$ cat src/rtl/cic_timebase_pkg.sv
// +----------------------------------------------------------------------------+
// | cic_timebase_pkg : shared types, constants and helpers for the CIC timebase |
// | Build macro: CIC_TB_STAGGER_EN (per-channel phase stagger) | Rev 1.0       |
// +----------------------------------------------------------------------------+
`default_nettype none

package cic_timebase_pkg;

  localparam int unsigned MIN_DECIMATION     = 2;
  localparam int unsigned PKG_MAX_DECIMATION = 256;

  function automatic int unsigned cnt_width(input int unsigned max_r);
    return $clog2(max_r) + 1;
  endfunction

  localparam int unsigned RATIO_W = cnt_width(PKG_MAX_DECIMATION);

  typedef logic [RATIO_W-1:0] ratio_t;

`ifdef CIC_TB_STAGGER_EN
  localparam bit STAGGER_ON = 1'b1;
`else
  localparam bit STAGGER_ON = 1'b0;
`endif

  function automatic int unsigned clamp_ratio(input int unsigned req, input int unsigned max_r);
    if (req < MIN_DECIMATION) return MIN_DECIMATION;
    if (req > max_r)          return max_r;
    return req;
  endfunction

endpackage

`default_nettype wire

$ cat src/rtl/cic_phase_counter.sv
// +----------------------------------------------------------------------------+
// | cic_phase_counter : one channel phase register with clock/strobe decode     |
// | Rev 1.0                                                                    |
// +----------------------------------------------------------------------------+
`default_nettype none

module cic_phase_counter #(
  parameter int unsigned CNT_W = 9
) (
  input  logic             clk,
  input  logic             load,
  input  logic             enable,
  input  logic             stb_allow,
  input  logic [CNT_W-1:0] load_val,
  input  logic [CNT_W-1:0] ratio,
  output logic             divided_clk,
  output logic             sample_stb
);

  logic [CNT_W-1:0] phase_q, phase_d;
  logic             at_end;

  assign at_end      = (phase_q == ratio - CNT_W'(1));
  assign divided_clk = (phase_q >= (ratio >> 1));
  assign sample_stb  = stb_allow & at_end;

  // Load covers reset, sync and the channel-0 wrap realign.
  always_comb begin
    phase_d = phase_q;
    if (load)        phase_d = load_val;
    else if (enable) phase_d = at_end ? '0 : phase_q + CNT_W'(1);
  end

  always_ff @(negedge clk) begin
    phase_q <= phase_d;
  end

endmodule

`default_nettype wire

$ cat src/rtl/cic_decim_timebase.sv
// +----------------------------------------------------------------------------+
// | cic_decim_timebase : shared decimation timebase for NUM_CH CIC channels     |
// | Build macro: CIC_TB_STAGGER_EN (per-channel phase stagger) | Rev 1.0       |
// +----------------------------------------------------------------------------+
`default_nettype none

module cic_decim_timebase
  import cic_timebase_pkg::*;
#(
  parameter int unsigned NUM_CH             = 4,
  parameter int unsigned MAX_DECIMATION     = 256,
  parameter int unsigned DEFAULT_DECIMATION = 256,
  parameter int unsigned CNT_W              = cnt_width(MAX_DECIMATION),
  parameter int unsigned STAGGER_STEP       = 16,
  parameter int unsigned FRAME_W            = 16
) (
  input  logic               clk,
  input  logic               reset_n,
  input  logic               enable,
  input  logic               sync,
  input  logic [CNT_W-1:0]   dec_ratio,
  output logic [NUM_CH-1:0]  divided_clk,
  output logic [NUM_CH-1:0]  sample_stb,
  output logic [CNT_W-1:0]   ratio_active,
  output logic [FRAME_W-1:0] frame_cnt
);

  logic [CNT_W-1:0]   ratio_active_q, ratio_active_d;
  logic [FRAME_W-1:0] frame_cnt_q, frame_cnt_d;
  logic [CNT_W-1:0]   rc;
  logic [CNT_W-1:0]   load_ratio;
  logic               wrap0;
  logic               load;
  logic               stb_allow;

  assign rc         = CNT_W'(clamp_ratio(32'(dec_ratio), MAX_DECIMATION));
  assign stb_allow  = reset_n & ~sync & enable;
  assign wrap0      = sample_stb[0];
  assign load       = ~reset_n | sync | wrap0;
  // Load offsets are sized against the ratio that will be active after this edge.
  assign load_ratio = reset_n ? rc : CNT_W'(DEFAULT_DECIMATION);

  assign ratio_active = ratio_active_q;
  assign frame_cnt    = frame_cnt_q;

  always_comb begin
    ratio_active_d = ratio_active_q;
    frame_cnt_d    = frame_cnt_q;
    if (sync) begin
      ratio_active_d = rc;
      frame_cnt_d    = '0;
    end else if (wrap0) begin
      ratio_active_d = rc;
      frame_cnt_d    = frame_cnt_q + FRAME_W'(1);
    end
  end

  always_ff @(negedge clk) begin
    if (!reset_n) begin
      ratio_active_q <= CNT_W'(DEFAULT_DECIMATION);
      frame_cnt_q    <= '0;
    end else begin
      ratio_active_q <= ratio_active_d;
      frame_cnt_q    <= frame_cnt_d;
    end
  end

  for (genvar ch = 0; ch < NUM_CH; ch++) begin : g_ch
    localparam int unsigned OFFSET = STAGGER_ON ? int'(ch) * STAGGER_STEP : 0;
    logic [CNT_W-1:0] load_val;

    assign load_val = (OFFSET < 32'(load_ratio)) ? CNT_W'(OFFSET) : '0;

    cic_phase_counter #(
      .CNT_W (CNT_W)
    ) u_phase (
      .clk         (clk),
      .load        (load),
      .enable      (enable),
      .stb_allow   (stb_allow),
      .load_val    (load_val),
      .ratio       (ratio_active_q),
      .divided_clk (divided_clk[ch]),
      .sample_stb  (sample_stb[ch])
    );
  end

endmodule

`default_nettype wire
$ cat config.mk
export PLATFORM = sky130hd
export DESIGN_NAME = cic_decim_timebase
export DESIGN_NICKNAME = d
export VERILOG_FILES = /design/src/rtl/cic_timebase_pkg.sv /design/src/rtl/cic_phase_counter.sv /design/src/rtl/cic_decim_timebase.sv
export SDC_FILE = /design/constraint.sdc
export NUM_CORES = 1
export LEC_CHECK = 0
export BUFFER_PORTS_ARGS = -buffer_cell sky130_fd_sc_hd__buf_2
export CORE_MARGIN = 3
export CORE_UTILIZATION = 45
export DETAILED_ROUTE_END_ITERATION = 12
export GPL_TIMING_DRIVEN = 0
export PLACE_DENSITY = 0.66
export SLEW_MARGIN = 25
export SYNTH_ARGS = -nofsm -noshare
export SYNTH_HDL_FRONTEND = slang
export SYNTH_SLANG_ARGS = --single-unit
export TNS_END_PERCENT = 10
$ cat constraint.sdc
create_clock -name clk -period 3.14 [get_ports clk]
set_clock_uncertainty 0.2 [all_clocks]
set_input_delay 0.314 -clock clk [delete_from_list [all_inputs] [get_ports clk]]
set_output_delay 0.314 -clock clk [all_outputs]
set_load 0.01 [all_outputs]
==> results of run 1 <==
-- Yosys cell counts, drive strengths merged --
master and n:
dfxtp 61, nor2 58, ha 38, xnor2 38
xor2 34, nand2 31, nand4 26, a21oi 23
clkbuf 20, inv 18, nand3 17, nor3 15
buf 14, nor4 14, a21o 12, and3 9
o21ai 9, nand2b 8, nor2b 7, xnor3 7
a31o 6, and2 6, or4 5, a211oi 4
nor4b 4, or2 4, a21boi 2, and4 2
mux2i 2, o211ai 2, or4b 2, a22o 1
clkinv 1, nand4b 1, nor3b 1, nor4bb 1
o21bai 1, o22ai 1, o31ai 1, o41ai 1
or3 1, xor3 1
-- power breakdown --
part	total (mW)	internal, mW	switching (mW)
registers	0.799	0.787	0.0116
logic	0.383	0.190	0.192
clock network	1.05	0.534	0.519
total	2.23	1.51	0.723
-- worst max-delay path: cells and delay by family, from the launching register on --
family | cells | cell delay (ns)
AO/OA/AOI/OAI | 1 | 0.11
flip-flops | 1 | 0.32
AND/OR/NAND/NOR | 4 | 1.38
adder cells (fa/ha/maj) | 1 | 0.14
buffers and inverters | 4 | 0.47
-- cell type report --
| type | count | area, sq um | share of cell area, % |
|---|---|---|---|
| well taps | 129 | 161.4 | 2.829 |
| inverters | 18 | 67.56 | 1.184 |
| plain buffers | 24 | 168.9 | 2.961 |
| flip-flops and latches | 61 | 1244 | 21.80 |
| clock inverters | 66 | 302.8 | 5.307 |
| repair buffers | 77 | 535.5 | 9.386 |
| multi-input cells | 395 | 3102 | 54.36 |
| clock buffers | 9 | 123.9 | 2.171 |
-- per-stage QoR --
step	utilization [%]	setup slack, ns
after floorplan	-	-1.543
after global placement	51.77	-1.903
after detailed placement	51.77	-1.895
after CTS	59.45	-1.792
after global routing	61.46	-1.859
final	61.46	-1.751
-- state kept, by name, indices dropped and copies added, names as in the netlist --
register	count
g_ch.u_phase.phase_q	36
ratio_active	9
frame_cnt	16
-- per-layer routing --
metal | vias up | part of all wire, % | global-route usage, %
met2 | 110 | 48 | 36.35
met3 | 26 | 4.9 | 6.766
met5 | - | 0 | 0
met1 | 1963 | 45 | 26.87
met4 | 0 | 2.2 | 11.02
li1 | 2050 | - | -
-- kinds of logic (layout without fill, tap and decap cells) --
| logic type | after synthesis | count (layout) | share of synthesized area (%) |
|---|---|---|---|
| fa+ha+maj | 38 | 38 | 11.00 |
| mux | 2 | 2 | 0.4630 |
| buf+inv | 53 | 194 | 5.526 |
| flops | 61 | 61 | 28.24 |
| compound gates | 63 | 63 | 9.375 |
| simple gates | 212 | 212 | 26.62 |
| xor+xnor | 80 | 80 | 18.78 |
-- repair_timing --
item / in CTS / in global routing
pin swaps: 18 / 23
endpoints found under the setup margin: 67 / 67
setup buffers: 19 / 15
resized for setup: 50 / 22
gates cloned: 0 / 0
-- final timing paths --
path                                         to  cells after the start             from
worst max register to register  ratio_active[8]                     12  ratio_active[0]
worst min-delay path              frame_cnt[15]                      2    frame_cnt[15]
worst min register to register    frame_cnt[15]                      2    frame_cnt[15]
worst max-delay path              sample_stb[0]                     10  ratio_active[0]
==> flow_summary.toml, run 1 <==
[finish]
layout_common_cells = "75 x inv_1, 54 x nor2_1, 51 x dfxtp_1"
instances_no_fill = 779
nets = 698
final_common_cell = "inv_1"
drive_above_1_share_pct = 24.31
fill_cells = 848
syn_to_final_growth_pct = 31.94
final_area_sq_um = 5705
diodes = 0

[grt]
grt_usage_pct = 22.37
grt_pass1_wl_mm = 19.78
grt_pass1_vias = 4228
grt_max_degree = 12
grt-ovfl-total = 0
antenna_found_initial = 0

[cts]
cts_sinks = 61
cts_root_buf = "clkbuf_8"
cts.hold.buffers_added = 0
clk_latency_ns = 0.39
tritoncts = "built"
numCtsBuffers = 9
clock_path_buffers = 2
path_clk_slew_ns = 0.03
htree_levels = 3

[critical_path]
path_cells = "buf_8 -> inv_2 -> ha_4 -> nor4b_4 -> a21boi_1 -> or4b_4 -> or4_4 -> clkbuf_16 -> nor2_4 -> buf_6"
end_kind = "primary output"
cp_data_required_time_ns = 2.63
cp.arrival_ns = 4.38
slowest_delay_ns = 0.60
r2r_setup_slack_ns = -0.63
crit_fanout = 4
crit_type = "reg -> out"
crit_slowest_cell = "or4_4"
setup.worst_path.start_class = "register"

[power]
p_per_area_nw_per_um2 = 391.6
p_leak_nw = 2.582
peakVddDrop_v = 0.0002727
finalPower_mw = 2.234

[placement]
place_congestion = 0.8677
dp.final_hpwl_mm = 8.040
numPortBuffers = 43
post_dp_cell_area_sq_um = 4806
post-place-cells = 681

[run]
drv_cap = 0

[sta]
rsz0062_at_grt = "yes"
max-slew-margin-rel_pct = 38.13
timing.hold.ws_ns = 0.2599
finalHoldViolations = 0
layout_setup_ws_ns = -1.751
tightest_slew_ns = 0.9204
tns_ns = -23.50
drv_slew = 0
final-setup-viol-count = 58

[detailed_routing]
vias = 4149
drtAntennaViolNets = 0
firstDrtPassIters = 5
drt-initial-drc-count = 278
drt-total-wl_mm = 11.93
wl_per_cell_um = 15.31
remaining_drc_errors = 0
via_per_inst = 5.326

[floorplanning]
rows = 35
die_y_um = 104.0
start_util_pct = 46.58
die_w_um = 104.0
dieArea_sq_um = 10820
core_area_sq_um = 9284
io_pins = 46

[yosys]
yosys.area.top_type_share_pct = 28.24
yosysWarnings = 0
synth_top_cell_by_area = "dfxtp_1"
syn_area_sq_um = 4324
syn_nets = 560
synth-seq-area-share_pct = 28.24
syn_avg_cell_area_sq_um = 8.495
ys_types = 53
synth_cells = 509
synth_area_leaders = "dfxtp_1 28%, ha_1 11%, xnor2_1 7.7%"
ys_ff_latch = 61

[worst_hold_path]
worstHoldPathType = "reg -> reg"

[run_status]
status = "finished with violations"
violations = "negative setup slack"
(Power assumes the default switching activity.)
==> run 2, diff against run 1 <==
--- a/config.mk
+++ b/config.mk
@@ -10,9 +10,10 @@
 export CORE_UTILIZATION = 45
 export DETAILED_ROUTE_END_ITERATION = 12
 export GPL_TIMING_DRIVEN = 0
-export PLACE_DENSITY = 0.66
+export PLACE_DENSITY = 0.65
 export SLEW_MARGIN = 25
 export SYNTH_ARGS = -nofsm -noshare
 export SYNTH_HDL_FRONTEND = slang
+export SYNTH_HIERARCHICAL = 1
 export SYNTH_SLANG_ARGS = --single-unit
 export TNS_END_PERCENT = 10
==> constraint.sdc (replaced) <==
create_clock -name clk -period 3.14 [get_ports clk]
set_clock_uncertainty 0.2 [all_clocks]
set_input_delay 0.157 -clock clk [delete_from_list [all_inputs] [get_ports clk]]
set_output_delay 0.157 -clock clk [all_outputs]
set_load 0.01 [all_outputs]
==> run 2 against run 1 <==
Net effect:
- the flow still finishes with violations (negative setup slack)
- critical path depth down 1
- synthesized cell count up 20%
- non-clock buffer count up 15
- total power up 45%
- sequential power up 30%
- critical path type unchanged
- largest cell class unchanged
==> flow_summary.toml, run 2 <==
[run_status]
violations = "negative setup slack"
status = "finished with violations"

[cts]
cts_root_buf = "clkbuf_16"
path_clk_slew_ns = 0.04
numCtsBuffers = 9
htree_levels = 3
cts.hold.buffers_added = 0
clk_latency_ns = 0.41
clock_path_buffers = 2
cts_sinks = 61
tritoncts = "built"

[detailed_routing]
wl_per_cell_um = 16.33
remaining_drc_errors = 0
drtAntennaViolNets = 0
drt-initial-drc-count = 319
via_per_inst = 5.518
firstDrtPassIters = 5
vias = 5281
drt-total-wl_mm = 15.63

[power]
p_leak_nw = 3.327
peakVddDrop_v = 0.0003252
p_per_area_nw_per_um2 = 438.3
finalPower_mw = 3.247

[finish]
syn_to_final_growth_pct = 38.54
final_common_cell = "inv_1"
diodes = 0
largest_register_ffs = 36
largest-register = "g_ch.u_phase/phase_q"
drive_above_1_share_pct = 26.04
layout_common_cells = "100 x inv_1, 95 x nor2_1, 47 x xor2_1"
nets = 863

[placement]
numPortBuffers = 45
dp.final_hpwl_mm = 9.702
place_congestion = 0.8592

[yosys]
synth_edf_count = 36
synth_top_flop_cell = "edfxtp_1"
synth_cells = 610
yosysMostFrequentCell = "nor2_1"
syn_area_sq_um = 5348
synthTopCellsByCount = "98 x nor2_1, 52 x inv_1, 47 x xor2_1, 41 x ha_1, 36 x edfxtp_1"
ys_ff_latch = 61
yosysWarnings = 6
syn_avg_cell_area_sq_um = 8.767
synthArstFlopShare_pct = 0
ys_types = 52
yosys.area.top_type_share_pct = 20.22
synth_top_cell_by_area = "edfxtp_1"
synth-seq-area-share_pct = 29.57
synth_area_leaders = "edfxtp_1 20%, ha_1 9.6%, dfxtp_1 9.4%"

[grt]
grt_usage_pct = 24.32
grt_pass1_vias = 5342
grt_max_degree = 31
grt-ovfl-total = 0
grt_pass1_wl_mm = 25.54
antenna_found_initial = 0

[critical_path]
setup.worst_path.start_class = "register"
slowest_delay_ns = 0.39
crit_type = "reg -> out"
crit_fanout = 8
worstReg2RegStart = "ratio_active[1]"
crit_slowest_cell = "or3b_4"
crit_family = "compound AO/OA/AOI/OAI gates"
path_cells = "buf_4 -> inv_2 -> ha_4 -> or3b_4 -> a211o_1 -> a221oi_2 -> o2111ai_2 -> nor4b_2 -> buf_2"
cp.arrival_ns = 4.22
end_kind = "primary output"
crit_buf_inv = 3
cp_data_required_time_ns = 2.78
startpoint = "ratio_active[0]"

[floorplanning]
io_pins = 46
rows = 39
die_y_um = 115.0
core_area_sq_um = 11520
start_util_pct = 46.44
die_w_um = 115.0
dieArea_sq_um = 13230

[sta]
final-setup-viol-count = 101
rsz0062_at_grt = "yes"
drv_slew = 0
max-slew-margin-rel_pct = 62.45
tightest_slew_ns = 0.5590
finalHoldViolations = 0
tns_ns = -37.66
layout_setup_ws_ns = -1.436

[worst_hold_path]
min_from = "frame_cnt[15]"
worstHoldPathType = "reg -> reg"

[run]
drv_cap = 0
==> run 2: worst min-delay path, stage by stage (launching register included) <==
cell	delay, ns
dfxtp_1	0.31
o31ai_1	0.06
a21oi_1	0.06
==> run 2: report_power, final <==
part	total [mW]	internal (mW)	switching [mW]
clock	1.31	0.722	0.590
sequential	1.04	0.923	0.118
combinational	0.894	0.440	0.453
total	3.25	2.09	1.16
==> run 2: cell type report <==
type	count	area, sq um
well taps	143	178.9
plain buffers	18	196.4
flip-flops and latches	61	1610
repair buffers	98	765.7
clock inverters	68	302.8
clock buffers	9	225.2
multi-input cells	513	3950
fillers	962	4108
inverters	47	178.9
==> run 2: worst paths after layout <==
path / slack [ns] / to / depth (start not counted)
worst min register to register: 0.29 / frame_cnt[15] / 2
worst max register to register: -0.32 / g_ch[2].u_phase/phase_q[1] / 12
worst min-delay path: 0.29 / frame_cnt[15] / 2
worst max-delay path: -1.44 / sample_stb[3] / 9
==> run 2: cell families after synthesis <==
logic type                 after synthesis  synth area share [%]
DFF                                     61                 29.57
and+or+nand+nor                        223                 23.86
muxes                                    6                 1.146
adders and majority gates               41                 9.593
xor gates and xnor gates                83                 14.16
AOI/OAI and AO/OA                      123                 16.33
other                                    1               0.07012
buffers and inverters                   72                 5.264
==> run 2: per-layer routing <==
layer  GRT usage (%)  vias up  wire length (um)
met5               0        -                 0
met4           12.44        0               443
met3           6.474       33               776
met2           41.71      157              7879
met1           27.78     2509              6532
li1                -     2582                 -
==> run 2: timing repair <==
action,4_1_cts,5_1_grt
gates resized for setup,69,17
endpoints found under the setup margin,109,107
cloned,2,0
buffers inserted,46,7
pin swaps,80,12
==> run 2: per-stage QoR <==
| stage | instance area [sq um] | std cells | hold slack (ns) | util, % | worst slack (ns) |
|---|---|---|---|---|---|
| finish | 7408 | 957 | 0.2908 | 64.33 | -1.436 |
| global route | 7408 | 957 | 0.3212 | 64.33 | -1.555 |
| global placement | 6038 | 833 | 0.2571 | 52.43 | -1.411 |
| CTS | 7288 | 951 | 0.2904 | 63.29 | -1.373 |
| detailed placement | 6038 | 833 | 0.2836 | 52.43 | -1.407 |
| floorplan | 5634 | 645 | 0.2945 | - | -0.9748 |
